<file path="config.mk">
export PLATFORM = sky130hd
export DESIGN_NAME = mem8x8_ctrl
export DESIGN_NICKNAME = d
export VERILOG_FILES = /design/src/rtl/mem8x8_ctrl.sv
export SDC_FILE = /design/constraint.sdc
export NUM_CORES = 1
export LEC_CHECK = 0
export CORE_MARGIN = 5
export CORE_UTILIZATION = 35
export DETAILED_ROUTE_END_ITERATION = 10
export HOLD_SLACK_MARGIN = 0.05
export PLACE_DENSITY = 0.66
export SLEW_MARGIN = 25
export SYNTH_ARGS = -nofsm -noshare
export SYNTH_HDL_FRONTEND = slang
export SYNTH_SLANG_ARGS = --single-unit
</file>
<file path="constraint.sdc">
create_clock -name clk -period 2.8 [get_ports clk]
set_clock_uncertainty 0.2 [all_clocks]
set_input_delay 0.28 -clock clk [delete_from_list [all_inputs] [get_ports clk]]
set_output_delay 0.28 -clock clk [all_outputs]
set_load 0.02 [all_outputs]
</file>
<file path="src/rtl/mem8x8_ctrl.sv">
// Sequencer for an 8x8 byte-cell array: SETUP/ACCESS/RELEASE handshake per access.
// Optional write-verify pass enabled by defining MEM8X8_CTRL_READBACK_EN.
module mem8x8_ctrl #(
  parameter int WAIT_CYCLES = 1
) (
  input  logic       clk,
  input  logic       rst,
  input  logic       req,
  input  logic       req_op,
  input  logic [2:0] req_addr,
  input  logic [7:0] req_wdata,
  output logic       ready,
  output logic       done,
  output logic [7:0] rdata,
  output logic       err,
  output logic [7:0] mem_sel,
  output logic       mem_op,
  output logic [7:0] mem_inp,
  input  logic [7:0] mem_outp
);

  typedef enum logic [1:0] {
    IDLE    = 2'd0,
    SETUP   = 2'd1,
    ACCESS  = 2'd2,
    RELEASE = 2'd3
  } state_t;

  localparam logic [2:0] CNT_RELOAD = 3'(WAIT_CYCLES - 1);

  state_t     state_q, state_d;
  logic       op_q, op_d;
  logic [2:0] addr_q, addr_d;
  logic [7:0] wdata_q, wdata_d;
  logic [2:0] cnt_q, cnt_d;
  logic [7:0] rdata_q, rdata_d;

`ifdef MEM8X8_CTRL_READBACK_EN
  logic pass_q, pass_d;
  logic err_q, err_d;
  logic rb_pending;
  // A write whose verify pass has not yet run.
  assign rb_pending = op_q & ~pass_q;
`endif

  always_comb begin
    state_d = state_q;
    op_d    = op_q;
    addr_d  = addr_q;
    wdata_d = wdata_q;
    cnt_d   = cnt_q;
    rdata_d = rdata_q;
`ifdef MEM8X8_CTRL_READBACK_EN
    pass_d  = pass_q;
    err_d   = err_q;
`endif
    case (state_q)
      IDLE: begin
        if (req) begin
          op_d    = req_op;
          addr_d  = req_addr;
          wdata_d = req_wdata;
          state_d = SETUP;
        end
      end
      SETUP: begin
        cnt_d   = CNT_RELOAD;
        state_d = ACCESS;
      end
      ACCESS: begin
        if (cnt_q == 3'd0) begin
          state_d = RELEASE;
`ifdef MEM8X8_CTRL_READBACK_EN
          if (pass_q) err_d = (mem_outp != wdata_q);
`endif
          // op_q is still 1 during a verify pass, so rdata is left alone there.
          if (!op_q) rdata_d = mem_outp;
        end else begin
          cnt_d = cnt_q - 3'd1;
        end
      end
      RELEASE: begin
`ifdef MEM8X8_CTRL_READBACK_EN
        if (rb_pending) begin
          pass_d  = 1'b1;
          state_d = SETUP;
        end else begin
          pass_d  = 1'b0;
          state_d = IDLE;
        end
`else
        state_d = IDLE;
`endif
      end
      default: state_d = IDLE;
    endcase
  end

  always_ff @(posedge clk or posedge rst) begin
    if (rst) begin
      state_q <= IDLE;
      op_q    <= 1'b0;
      addr_q  <= 3'd0;
      wdata_q <= 8'h00;
      cnt_q   <= 3'd0;
      rdata_q <= 8'h00;
`ifdef MEM8X8_CTRL_READBACK_EN
      pass_q  <= 1'b0;
      err_q   <= 1'b0;
`endif
    end else begin
      state_q <= state_d;
      op_q    <= op_d;
      addr_q  <= addr_d;
      wdata_q <= wdata_d;
      cnt_q   <= cnt_d;
      rdata_q <= rdata_d;
`ifdef MEM8X8_CTRL_READBACK_EN
      pass_q  <= pass_d;
      err_q   <= err_d;
`endif
    end
  end

  // Outputs decode straight from registers so reset clears them without an edge.
  assign ready   = (state_q == IDLE);
  assign mem_sel = (state_q == ACCESS) ? (8'd1 << addr_q) : 8'd0;
  assign mem_inp = wdata_q;
  assign rdata   = rdata_q;
`ifdef MEM8X8_CTRL_READBACK_EN
  assign done    = (state_q == RELEASE) && !rb_pending;
  assign mem_op  = op_q & ~pass_q;
  assign err     = err_q;
`else
  assign done    = (state_q == RELEASE);
  assign mem_op  = op_q;
  assign err     = 1'b0;
`endif

endmodule

</file>
; ---- Word-level counts from Yosys, hierarchy flattened
; Index checks and enable logic that the tools add are counted.
[op_classes]
n_eq_ne = 6
reduce_logical = 7
add_sub_neg = 1
muxes = 6
n_shift = 1
bitwise = 1
[op_table]
columns = operator, count
row1 = 8-bit 2-to-1 mux, 1
row2 = 2-bit case mux with 4 select lines, 1
row3 = 1-bit by 3-bit left shift with 8-bit output (first input constant), 1
row4 = 2-bit inequality test (second input constant), 3
row5 = 3-bit case mux with 2 select lines, 1
row6 = 2-bit AND reduction, 3
row7 = 2-bit equality test (second input constant), 2
row8 = 2-bit 2-to-1 mux, 2
row9 = 3-bit zero test, 1
row10 = 3-bit 2-to-1 mux, 1
row11 = 3-bit AND reduction, 1
row12 = 3-bit by 1-bit subtractor with 3-bit output (second input constant), 1
row13 = 2-bit by 1-bit equality test with 1-bit output (second input constant), 1
row14 = 2-bit zero test, 1
row15 = 2-bit nonzero test, 1
row16 = 1-bit inverter, 1
[word_totals]
regBits = 25
input_bits = 23

; ---- Longest topological paths before layout
; Gate-level depths: netlist of the first run.
[logic_depth]
ltp_word = 3
depth_mapped = 7
ltp_nobuf = 6

; ---- Worst setup path before layout of the first run
; Ideal clock, no wire load.
[synth_timing]
path_type = register to output
from = register state_q[0]
to = output port mem_sel[0]
t_required_ns = 2.320
arrival_time_ns = 1.445
setup_slack_ns = 0.875
path_stages_with_launch = 5
path_cell_list = dfrtp_1 > inv_1 > ha_1 > or2b_1 > nor3_1
[synth_via]
elab_chain_len = 2
[synth_lines]
columns = element, line_no
row1 = from (decl), 31  ; state_t state_q, state_d;
row2 = from (signal assigned), 112  ; state_q <= state_d;
row3 = 2-bit equality test, 127  ; assign mem_sel = (state_q == ACCESS) ? (8'd1 << addr_q) : 8'd0;
row4 = 8-bit 2-to-1 mux, 127
row5 = to (decl), 16  ; output logic [7:0] mem_sel,
; No other way between the ends.

; ---- Worst setup path in the final report of the first run
[layout_timing]
from = register state_q[0]
to = output port mem_sel[2]
; Same word-level chain as after synthesis.

==> results.txt, run 1 <==
* Slowest library cell on the worst path: clkdlybuf4s50_1
- Using the TritonRoute via totals, the vias-per-cell ratio works out to 4.53.
- Core outline area: 3100 sq um
- Final routed wire length divided by cell count: 13.6 um
- Die extent in x: 67.5 um
* Initial Util: 0.373
* Delay of the slowest critical-path stage: 620 ps
- Minimum setup slack in the final design: 179 ps
* Required time at the endpoint of the critical path: 2320 ps
- CP max FO: 7
- Cell type contributing the most total cell area after synthesis: dfrtp_1
- The max-slew violation total from the final report was 0.
* Clock slew at reported path FFs: 130 ps
- Final hold analysis gives a worst-case slack of 102 ps.
* Cell row count: 20
- For this block, the routed nets add up to 2480 um of wire.
- Synthesis-stage register bit count: 25
- Final critical-path share of the clock period: 0.936
- Via count of the first global-routing pass: 881
- Count of vias placed by the detailed router: 824
- The HPWL after detailed placement is 1940 um.
- Measured along the y axis, the die boundary spans 67.5 um.
- Achievable Freq: 382 MHz
* Pre-CTS setup slack: 492 ps
- The worst pin sits at a relative slew slack of 0.644.
* Synth warnings: 0
* Simple-gate share of the synthesized area: 0.0778
- Buf+Inv Stages, Crit Path: 2
* Total Routing Usage GR: 0.117
* Outcome: completed
- Setup repair after global routing left no endpoint under its margin.
- Setup total negative slack on the finished layout was measured at 0 ps.
* Type of the tightest min-delay check: input pin to asynchronous set/reset pin
- Clock Path Buffers: 2
- Leakage Power: 0.765 nW
- The number of failing hold endpoints at the final stage is 0.
- Multiplexer share of the synthesized area: 0.240
- Setup violations remaining at the end of the flow were counted as 0.
- Max_cap viols: 0
- The count of buffers added on input and output ports is 49.
* Ports: 51
- In this design, the largest share of critical-path delay is due to buffers and inverters.
* Crit-path cells: inv_1 -> ha_1 -> or2b_1 -> nor2_1 -> clkdlybuf4s50_1
- Sequential cell area fraction in the yosys report: 0.540
- Number of hold-repair buffers added at the cts stage: 0
- Type of element launching the critical path: flop
- Post-route antenna net violation count: 0
- Summing all placed instances gives a cell area of 1690 sq um.
* Ratio of cells with drive above 1 in the final layout: 0.196
- The worst path needs 2620 ps of the cycle, external delays included.
* WS Path Type: flop to output pin
- Dominant combinational cell family by area after synthesis: multiplexers
- Clock tree from TritonCTS: done
- Syn_area_per_cell: 13.3 sq um
* Weighted congestion at the end of routability-driven global placement: 0.686
* XOR/XNOR share of the synthesized area: 0
* Diodes inserted: 0
- First-pass DRT Iterations: 2
* Area share of the largest cell type after synthesis: 0.540
- Unique cell type count in the Yosys netlist: 21
* Root Driver: clkbuf_4
* Crit path DAT: 2140 ps
- Clock tree synthesis inserted a total of 3 buffers.
- The first global-routing pass estimated 4000 um of wire.
- Area growth syn-to-layout: 48.2%
- Sink Count: 25
- In this run the number of H-tree levels came out at 1.
* Arithmetic-cell share of the synthesized area counting full adders, half adders and majority gates: 0.0648
- Synthesized-area fraction occupied by ao, oa, aoi and oai cells: 0.0313
- Global routing finished with a remaining overflow of 0.
* Synthesized area: 1160 sq um
* Source-to-sink clock delay at the later pin of the worst-skew pair: 310 ps
* Drt drc: 0
- The worst setup path is captured at an output pin.
- At the end of the flow, the number of nets in the layout was 168.
* Synthesized netlist net count: 116
- Largest vdd supply drop: 513 uV
- The initial antenna violation count is 0.
- The detailed router finished its first iteration with 8 violations.
- After synthesis, the cell types taking the most area are dfrtp_1 54%, mux2_2 14%, mux2_4 10%, ha_1 6.5%, inv_1 2.3%.
- Area of the die: 4560 sq um
- Non-Filler Cell Area, Final: 1720 sq um
* Maximum number of pins on one net before global-route repair: 26
* PwrDens: 1060 nW/um^2
- At the pin with the least slew margin, the transition time is 532 ps.
- The cell count after synthesis came out at 87.
==> worst min-delay path: stages <==
cell	delay, ps
clkdlybuf4s50_1	400
inv_1	50
buf_4	300
==> synth_stat cells (all sizes together) <==
cell type,instances
o21ai,1
nor2b,1
nor3,2
buf,3
o2bb2ai,2
conb,1
nand2b,2
or2b,2
ha,6
nor2,6
a21oi,1
mux2,22
nand2,4
inv,7
o22a,1
dfrtp,25
or2,1
==> per-stage QoR <==
stage	power, W	utilization	cells
2_1_floorplan	0.00126	-	87
5_1_grt	0.00194	0.553	182
3_3_place_gp	0.00165	0.544	178
6_report	0.00181	0.553	182
3_5_place_dp	0.00168	0.544	178
4_1_cts	0.00185	0.552	182
==> power breakdown <==
group	internal, W	switching [W]	total [W]
Clock	0.0000557	0.000102	0.000158
Combinational	0.000565	0.000460	0.00102
Sequential	0.000526	0.000105	0.000632
==> worst paths after layout <==
check | cells past startpoint | startpoint | to | slack, ps
max | 5 | state_q[0] | mem_sel[2] | 180
min | 3 | rst | cnt_q[2] | 100
max reg2reg | 6 | cnt_q[0] | rdata[2] | 830
min reg2reg | 1 | cnt_q[2] | cnt_q[2] | 300
max in group asynchronous | 3 | rst | rdata[2] | 2050
min in group clk | 1 | cnt_q[2] | cnt_q[2] | 300
==> registers in the layout, summed over array words and instances, names as in the netlist <==
signal and count:
state_q 2, addr_q 3, mem_inp 8, cnt_q 3, mem_op 1, rdata 8
==> cells in the final DEF (no fill, tap or decap) <==
master,netlist,final
conb_1,1,1
a21oi_1,1,1
or2_1,1,1
nor3_1,2,2
inv_1,7,7
clkbuf_1,0,1
buf_4,1,1
nand2_1,3,3
clkbuf_4,0,3
nand2_2,1,1
nor2_1,6,6
o2bb2ai_1,2,2
dfrtp_1,25,25
nand2b_1,2,2
or2b_1,2,2
ha_1,6,6
mux2_2,14,14
o21ai_0,1,1
o22a_1,1,1
mux2_4,8,8
clkdlybuf4s50_1,0,48
nor2b_1,1,1
dlymetal6s2s_1,0,1
==> repair_timing <==
| item | CTS | global route |
|---|---|---|
| buffers inserted | 0 | 0 |
| endpoints found under the setup margin | 0 | 1 |
| gates resized for setup | 0 | 1 |
==> metal layers <==
| metal | wire [um] | track usage |
|---|---|---|
| met1 | 1000 | 0.132 |
| met2 | 1250 | 0.205 |
| met3 | 184 | 0.0349 |
| met4 | 36 | 0.0456 |
| met5 | 0 | 0 |
==> cell families (layout without fill, tap and decap cells) <==
logic type      after synthesis  count (layout)
fa+ha+maj                     6               6
simple gates                 18              18
flops                        25              25
other cells                   1               1
compound gates                5               5
buf+inv                      10              61
mux                          22              22
==> area by class of cell <==
cell class / instances / area [sq um]
sequential: 25 / 626
inverter: 7 / 26.3
clock buffer: 4 / 26.3
tap: 44 / 55.1
timing repair buffer: 50 / 500
fill: 285 / 1390
multi-input combinational: 52 / 483
Note: power is estimated with default switching activity, not from simulation.
==> run 2, diff against run 1 <==
--- a/config.mk
+++ b/config.mk
@@ -5,11 +5,13 @@
 export SDC_FILE = /design/constraint.sdc
 export NUM_CORES = 1
 export LEC_CHECK = 0
+export CELL_PAD_IN_SITES_DETAIL_PLACEMENT = 0
+export CELL_PAD_IN_SITES_GLOBAL_PLACEMENT = 1
 export CORE_MARGIN = 5
-export CORE_UTILIZATION = 35
+export CORE_UTILIZATION = 34
 export DETAILED_ROUTE_END_ITERATION = 10
 export HOLD_SLACK_MARGIN = 0.05
-export PLACE_DENSITY = 0.66
+export PLACE_DENSITY = 0.81
 export SLEW_MARGIN = 25
 export SYNTH_ARGS = -nofsm -noshare
 export SYNTH_HDL_FRONTEND = slang
==> run 2 against run 1 <==
Effect of this change: clock power hardly changed; routed wire length up 0.81%; hold slack gained 1.1 ps; die area is 2.5% higher; via count is 0.97% lower; combinational power about the same; non-clock buffer count did not move; sequential power grew 0.8%; flip-flop and latch count unchanged; count of clock-buffer cells in the layout unchanged; maximum frequency about the same; design area up 0.15%.
==> results.txt, run 2 (same netlist as run 1, synthesis figures left out) <==
* Via count of the first global-routing pass: 864
* Final hold violations: 0
- The congestion estimate from routability-driven global placement came to 0.703.
- In this run the tool buffered the top-level ports with 49 buffer cells.
- Design internal power: 0.00115 W
- The die is 68.4 um tall.
* Leakage Power: 0.745 nW
- After clock tree synthesis, the clock-pin slew on the worst setup and hold paths is 130 ps.
* Global-route wire length before repair: 4040 um
- Data on the critical path arrives at its endpoint at 2140 ps.
- Wires add up to 2500 um.
* Initial Util: 0.350
- Final routed wire length divided by cell count: 13.6 um
- Clock network fraction of design power: 0.087
- CP max FO: 7
* Least-Margin Pin Slew: 510 ps
- The worst register-to-register path ends at rdata[0].
* Highest-count cells in the layout ignoring fill and taps: 49 x clkdlybuf4s50_1, 25 x dfrtp_1, 14 x mux2_2
- Register share of total power: 0.349
- Setup violations remaining at the end of the flow were counted as 0.
- The critical path is of the flop to output pin type.
* Core outline area: 3310 sq um
* Diodes inserted: 0
- Dividing the detail-routed via count by the number of cells gives 4.43.
- On the critical path, the stage with the largest delay is an instance of clkdlybuf4s50_1.
* Largest vdd supply drop: 523 uV
- Measured against its own limit, the worst slew margin works out to 0.659.
- Overall power: 0.00183 W
- Source-to-sink clock delay at the later pin of the worst-skew pair: 310 ps
- Reg2Reg Depth: 6
- Finished Core Util: 0.519
- Compared with the post-synthesis result, the final layout area differs by 48.4%.
* Portion of total power attributed to combinational logic: 0.565
- In this run the power spent charging and discharging nets is 0.000678 W.
- Drt drc: 0
* Leftover overflow at the end of global routing: 0
- Clock Path Buffers: 2
- The number of hold buffers added after CTS was 0.
- Ratio of cells with drive above 1 in the final layout: 0.203
- The root buffer cell chosen for the clock tree is clkbuf_4.
- Unrepaired setup endpoints after global routing: false
- Number of levels the H-tree was split into: 1
- The tool flagged a number of max-cap violations equal to 0.
- For this run, the total global-route usage over all layers was measured as 0.116.
* Violation count after the first detailed-routing iteration: 15
* First-pass DRT Iterations: 4
- Minimum period implied by the final worst setup slack: 2620 ps
* Final critical-path share of the clock period: 0.936
* Maximum number of pins on one net before global-route repair: 26
* Sink Count: 25
* Final count of pins violating max slew: 0
- PwrDens: 1060 nW/um^2
- Worst R2R Start: cnt_q[0]
- Cell row count: 21
- Derived from the worst setup path, the maximum achievable clock frequency is 381 MHz.
- The final layout contains 168 nets.
- The wire-length estimate of the detail-placed layout is 1980 um.
- Leaving out fill and tap cells, the most frequent cell in the layout is clkdlybuf4s50_1.
- Sw Ratio: 0.371
- The die covers 4680 sq um.
- Hold timing on the final database bottoms out at a slack of 103 ps.
- TritonCTS built the clock tree.
- Setup TNS: 0 ps
* Ports: 51
- Crit-path cells: inv_1 -> ha_2 -> or2b_1 -> nor3_1 -> clkdlybuf4s50_1
- Register-to-register setup slack: 830 ps
- Tracing the worst setup path back leads to its startpoint at state_q[0].
* Count of vias placed by the detailed router: 816
- Minimum setup slack in the final design: 178 ps
- The min-delay analysis places its worst path in the category input pin to asynchronous set/reset pin.
- OpenSTA, run right after detailed placement, puts the worst setup slack at 475 ps.
- On the worst path, the slowest cell contributes a delay of 630 ps.
* Critical path endpoint category: output pin
* Required time at the endpoint of the critical path: 2320 ps
- From left edge to right edge, the die measures 68.4 um.
- The detail route stage leaves a number of antenna-violating nets equal to 0.
- Outcome: completed
* Type of element launching the critical path: flop
- Clock tree synthesis inserted a total of 3 buffers.
* Initial antenna violation count: 0
-- run 2: layer usage --
| layer | part of all wire | track usage |
|---|---|---|
| met3 | 0.067 | 0.0312 |
| met2 | 0.51 | 0.191 |
| met4 | 0.014 | 0.0521 |
| met5 | 0 | 0 |
| met1 | 0.41 | 0.139 |
-- run 2: per-stage QoR --
step	area, sq um	instances
3_5_place_dp	1690	180
6_report	1720	184
3_3_place_gp	1690	180
2_1_floorplan	1160	87
5_1_grt	1720	184
4_1_cts	1720	184
-- run 2: critical path, delay by kind of cell (launching register included) --
| kind | cells | cell delay (ps) |
|---|---|---|
| AND/OR/NAND/NOR | 2 | 420 |
| adder cells (fa/ha/maj) | 1 | 240 |
| buffers and inverters | 2 | 730 |
| flip-flops | 1 | 440 |
-- run 2: worst max-delay path by stage --
stage	endpoint	slack (ps)	cells past startpoint
finish	mem_sel[0]	180	5
global route	mem_sel[0]	50	5
CTS	mem_sel[0]	90	5
detailed placement	mem_sel[0]	480	5
global placement	mem_sel[0]	530	5
floorplan	mem_sel[0]	870	4
-- run 2: repair_timing --
action / in CTS / in global routing
gates resized for setup: 0 / 1
setup endpoints to repair: 0 / 2
setup buffers: 0 / 0
-- run 2: layout make-up --
class	count	area, sq um
Inverter	7	26.3
Multi-Input combinational cell	52	485
Timing Repair Buffer	50	498
Tap cell	46	57.6
Fill cell	307	1590
Clock buffer	4	26.3
Sequential cell	25	626
-- run 2: power groups by stage --
stage,Clock [W],Combinational (W),Sequential [W]
2_1_floorplan,0,0.000471,0.000784
3_3_place_gp,0,0.00102,0.000636
3_5_place_dp,0,0.00104,0.000644
4_1_cts,0.000173,0.00105,0.000640
5_1_grt,0.000177,0.00110,0.000662
6_report,0.000159,0.00103,0.000637
==> edit 1 (settings of run 1) <==
Reset style: synchronous (`rst`), changed in one clocked block.
--- a/src/rtl/mem8x8_ctrl.sv
+++ b/src/rtl/mem8x8_ctrl.sv
@@ -98,3 +98,3 @@
 
-  always_ff @(posedge clk or posedge rst) begin
+  always_ff @(posedge clk) begin
     if (rst) begin
Function: differs if rst is asserted again (counterexample within 4 cycles, from zero or initial values and one cycle with rst high); with rst held inactive, the same outputs for 10 cycles.
==> edit 1 against run 1 <==
Die area down 5.6%; setup slack better by 110 ps; wire length grew 5.0%; synthesized area is 6.6% lower; worst hold slack improved by 160 ps; sequential cell count unchanged; non-clock buffer count did not move; design area is 6.7% lower; first-iteration DRC count grew 100%; critical endpoint is now mem_sel[4].
Power is not compared: it rests on default switching activity, and its combinational part moved more than twofold at a synthesized area within 25%.
==> edit 1: results (changes against run 1) <==
Diodes inserted 0 (unchanged); GRT Util Overall 13.1% (+1.4 points); setup bufs post-CTS 0 (unchanged); Via density 4.73 (+4.5%); Port Buf Inserts 49 (unchanged); synthesized netlist net count 167 (+44%); final estimated routing congestion in global placement 0.798 (+16%); CTS clk-pin slew, worst paths 130 ps (about the same); CP arrival 2040 ps (-100 ps); Worst Path Max Fanout 9 (+2); total CTS buffers 3 (unchanged); Leakage 0.000589 uW; CTS resizes 0 (unchanged); Yosys cell types 22 (+4.8%); Total Power 1040 uW; H-tree depth 1 (unchanged); DPL Wire Length 2.07 mm (+6.7%); drt initial violations 16 (+8); Seq/Total Area, Yosys 46.2% (-7.8 points); Slew Limit Fails 0 (unchanged); top post-synthesis cells by area dfxtp_1, nand2_1, a21oi_1; share of layout cells above drive strength 1 2.70% (-17 points); Post-synth ARST share 0% (-100 points); synth warn 0 (unchanged); CTS max path bufs 2 (unchanged); largest net degree at the start of global routing 24 (-7.7%); root buf cell clkbuf_4; status complete, no violations; clk_lat worst skew 320 ps; first-pass GRT wire length 4.48 mm (+12%); top cells by count, synth nand2_1, dfxtp_1, a21oi_1, inv_1, nor2_1; drt first pass iters 4 (+2); WL/cell 11.9 um (-12%); initial antenna violation count 0 (unchanged); maximum vdd drop 0.000380 V; Final #Nets 215 (+28%); internal power 656 uW; dpl cell area 0.00158 mm2 (-6.7%); HP Class reg2reg; Synth Flop Type dfxtp_1
## edit 1: worst max-delay path, stage by stage, from the launching register on
cell and delay (ps):
dfxtp_1 370, inv_1 90, ha_1 320, nand2_1 150, nor3_1 160, clkdlybuf4s50_1 630
## edit 1: layout make-up
| cell class | instances | area, um2 |
|---|---|---|
| fill | 300 | 1400 |
| multi-input combinational | 99 | 509 |
| sequential | 25 | 500 |
| timing repair buffer | 50 | 498 |
| tap | 33 | 41.3 |
| clock buffer | 4 | 26.3 |
| inverter | 7 | 26.3 |
## edit 1: final timing paths
kind                    from          to  slack, ps  cells after the start
setup / recovery  state_q[0]  mem_sel[4]        280                      5
hold / removal      cnt_q[0]    cnt_q[0]        260                      1
setup reg to reg  state_q[0]  mem_inp[4]       1130                      5
hold reg to reg     cnt_q[0]    cnt_q[0]        260                      1
## edit 1: through the flow
step                      hold slack [ps]  cells  worst slack [ps]
after floorplan                       195    138              1110
after global placement                239    214               741
after detailed placement              239    214               649
after CTS                             258    218               268
after global routing                  287    218               103
final                                 258    218               285
## edit 1: cells by family after synthesis
group	synth area share (%)
flip-flops	46.2
buffers and inverters	6.71
AO/OA/AOI/OAI	14.1
multiplexers	0.925
other	0.346
AND/OR/NAND/NOR	24.7
adder cells (fa/ha/maj)	6.94
## edit 1: routing by layer
| layer | global-route usage, % | up-vias | wire, um |
|---|---|---|---|
| met5 | 0 | - | 0 |
| met1 | 15.4 | 462 | 1140 |
| met4 | 3.89 | 0 | 22 |
| li1 | - | 534 | - |
| met3 | 4.27 | 2 | 192 |
| met2 | 22.6 | 33 | 1250 |
## edit 1: power groups by stage
stage	logic [uW]	clock network [uW]	registers, uW
final	430	157	448
after global routing	473	182	458
after CTS	437	164	449
after detailed placement	435	0	458
after global placement	427	0	453
after floorplan	232	0	496
==> edit 2 (config.mk and constraints of run 1) <==
Without the edit above. Build with the macro `MEM8X8_CTRL_READBACK_EN` defined.
--- a/src/rtl/mem8x8_ctrl.sv
+++ b/src/rtl/mem8x8_ctrl.sv
@@ -2,2 +2,4 @@
 // Optional write-verify pass enabled by defining MEM8X8_CTRL_READBACK_EN.
+`define MEM8X8_CTRL_READBACK_EN
+
 module mem8x8_ctrl #(
Behaviour: not the same (a bounded check fails within 4 cycles, from zero or initial values and one cycle with rst high).
==> edit 2 against run 1 <==
Design area rose by 12%; critical path type unchanged; synthesized area is 14% higher; sequential cell count grew 2; clock power grew 47%; core utilization down 2.8 points; wire length up 16%; highest routed layer unchanged; total power rose by 10%; setup slack got worse by 47 ps; synthesized cell count is 22% higher; via count rose by 17%; sequential share of layout area is 1.3 points lower.
==> edit 2: results (changes against run 1) <==
mux share of post-synthesis cell area 19.1% (-4.9 points); Worst Max-Slew Pin Slew 564 ps (+31.5 ps); final estimated routing congestion in global placement 0.805 (+17%); share of layout cells above drive strength 1 19.4% (-0.19 points); vias in the first global route 1,031 (+17%); R2R depth 4 (-2); Crit Reg-Reg Endpoint addr_q[0]; power per standard cell area 1040 mW/mm2 (-1.5%); synthesized netlist net count 135 (+16%); met1 wire length 1.19 mm (+19%); pre-CTS WS 416 ps (-76.0 ps); status complete, no violations; CP arrival 2190 ps (+50 ps); Cells after DPL 204 (+15%); reg-to-reg slack, setup 860 ps (+30 ps); Met2 Wirelength 1.44 mm (+15%); fillcell total 326 (+14%); first-pass GRT wire length 4.77 mm (+19%); Vias 960 (+17%); top cells by count, synth dfrtp_1, mux2_2, inv_1, nor2_1, xor2_1; top post-synthesis cells by area dfrtp_1, mux2_2, ha_1; Final #Nets 190 (+13%); adder-cell share of the synthesized area 5.70% (-0.78 points); drt first pass iters 4 (+2); CTS clk-pin slew, worst paths 100 ps (-30 ps); Synth Area in Compound Gates 4.37% (+1.2 points); reg-to-reg startpoint state_q[0]; largest net degree at the start of global routing 28 (+7.7%); DPL Wire Length 2.22 mm (+15%); Yosys cell types 24 (+14%); Avg Inst Size Synth 12.4 um2 (-6.7%); Seq/Total Area, Yosys 51.3% (-2.7 points)
-- edit 2: cell count changes after synthesis, sizes merged, moves of 2 or more --
cell	delta
a31oi	+2
xor2	+8
inv	+2
nand3b	+2
nor2b	+2
nor4	+2
nor2	+2
buf	-2
dfrtp	+2
-- edit 2: layout make-up --
| class | count | share of cell area (%) |
|---|---|---|
| inverters | 9 | 1.76 |
| flip-flops and latches | 27 | 35.1 |
| multi-input cells | 69 | 31.0 |
| clock buffers | 3 | 2.15 |
| repair buffers | 51 | 26.4 |
| clock inverters | 1 | 0.455 |
| well taps | 48 | 3.12 |
-- edit 2: worst max-delay path by stage --
stage / from / endpoint / slack (ps) / cells after the start
global placement: state_q[0] / mem_sel[0] / 480 / 5
CTS: state_q[0] / mem_sel[0] / 90 / 5
floorplan: state_q[0] / mem_sel[0] / 830 / 4
detailed placement: state_q[0] / mem_sel[0] / 420 / 5
global route: state_q[0] / mem_sel[0] / 20 / 5
finish: state_q[0] / mem_sel[0] / 130 / 5
-- edit 2: routing by layer --
layer / vias to the layer above / track usage (%)
li1: 466 / -
met1: 458 / 13.6
met2: 31 / 21.1
met3: 5 / 2.38
met4: 0 / 6.26
met5: - / 0
-- edit 2: power by group --
part	switching, uW	internal (uW)
clock network	128	105
logic	486	578
registers	143	563
total	756	1250
-- edit 2: critical path, cell delays in order, from the launching register on --
cell and delay, ps:
dfrtp_1 440, inv_1 100, ha_1 290, or2b_1 300, nor3_1 150, clkdlybuf4s50_1 630
-- edit 2: logic make-up after synthesis --
| family | after synthesis |
|---|---|
| AO/OA/AOI/OAI | 8 |
| XOR/XNOR | 8 |
| adder cells (fa/ha/maj) | 6 |
| multiplexers | 22 |
| buffers and inverters | 10 |
| flip-flops | 27 |
| AND/OR/NAND/NOR | 25 |
-- edit 2: per-stage QoR --
step | hold WS [ps] | total power, uW
4_1_cts | 163 | 2040
3_3_place_gp | 270 | 1770
2_1_floorplan | 133 | 1340
6_report | 160 | 2000
3_5_place_dp | 282 | 1800
5_1_grt | 221 | 2140
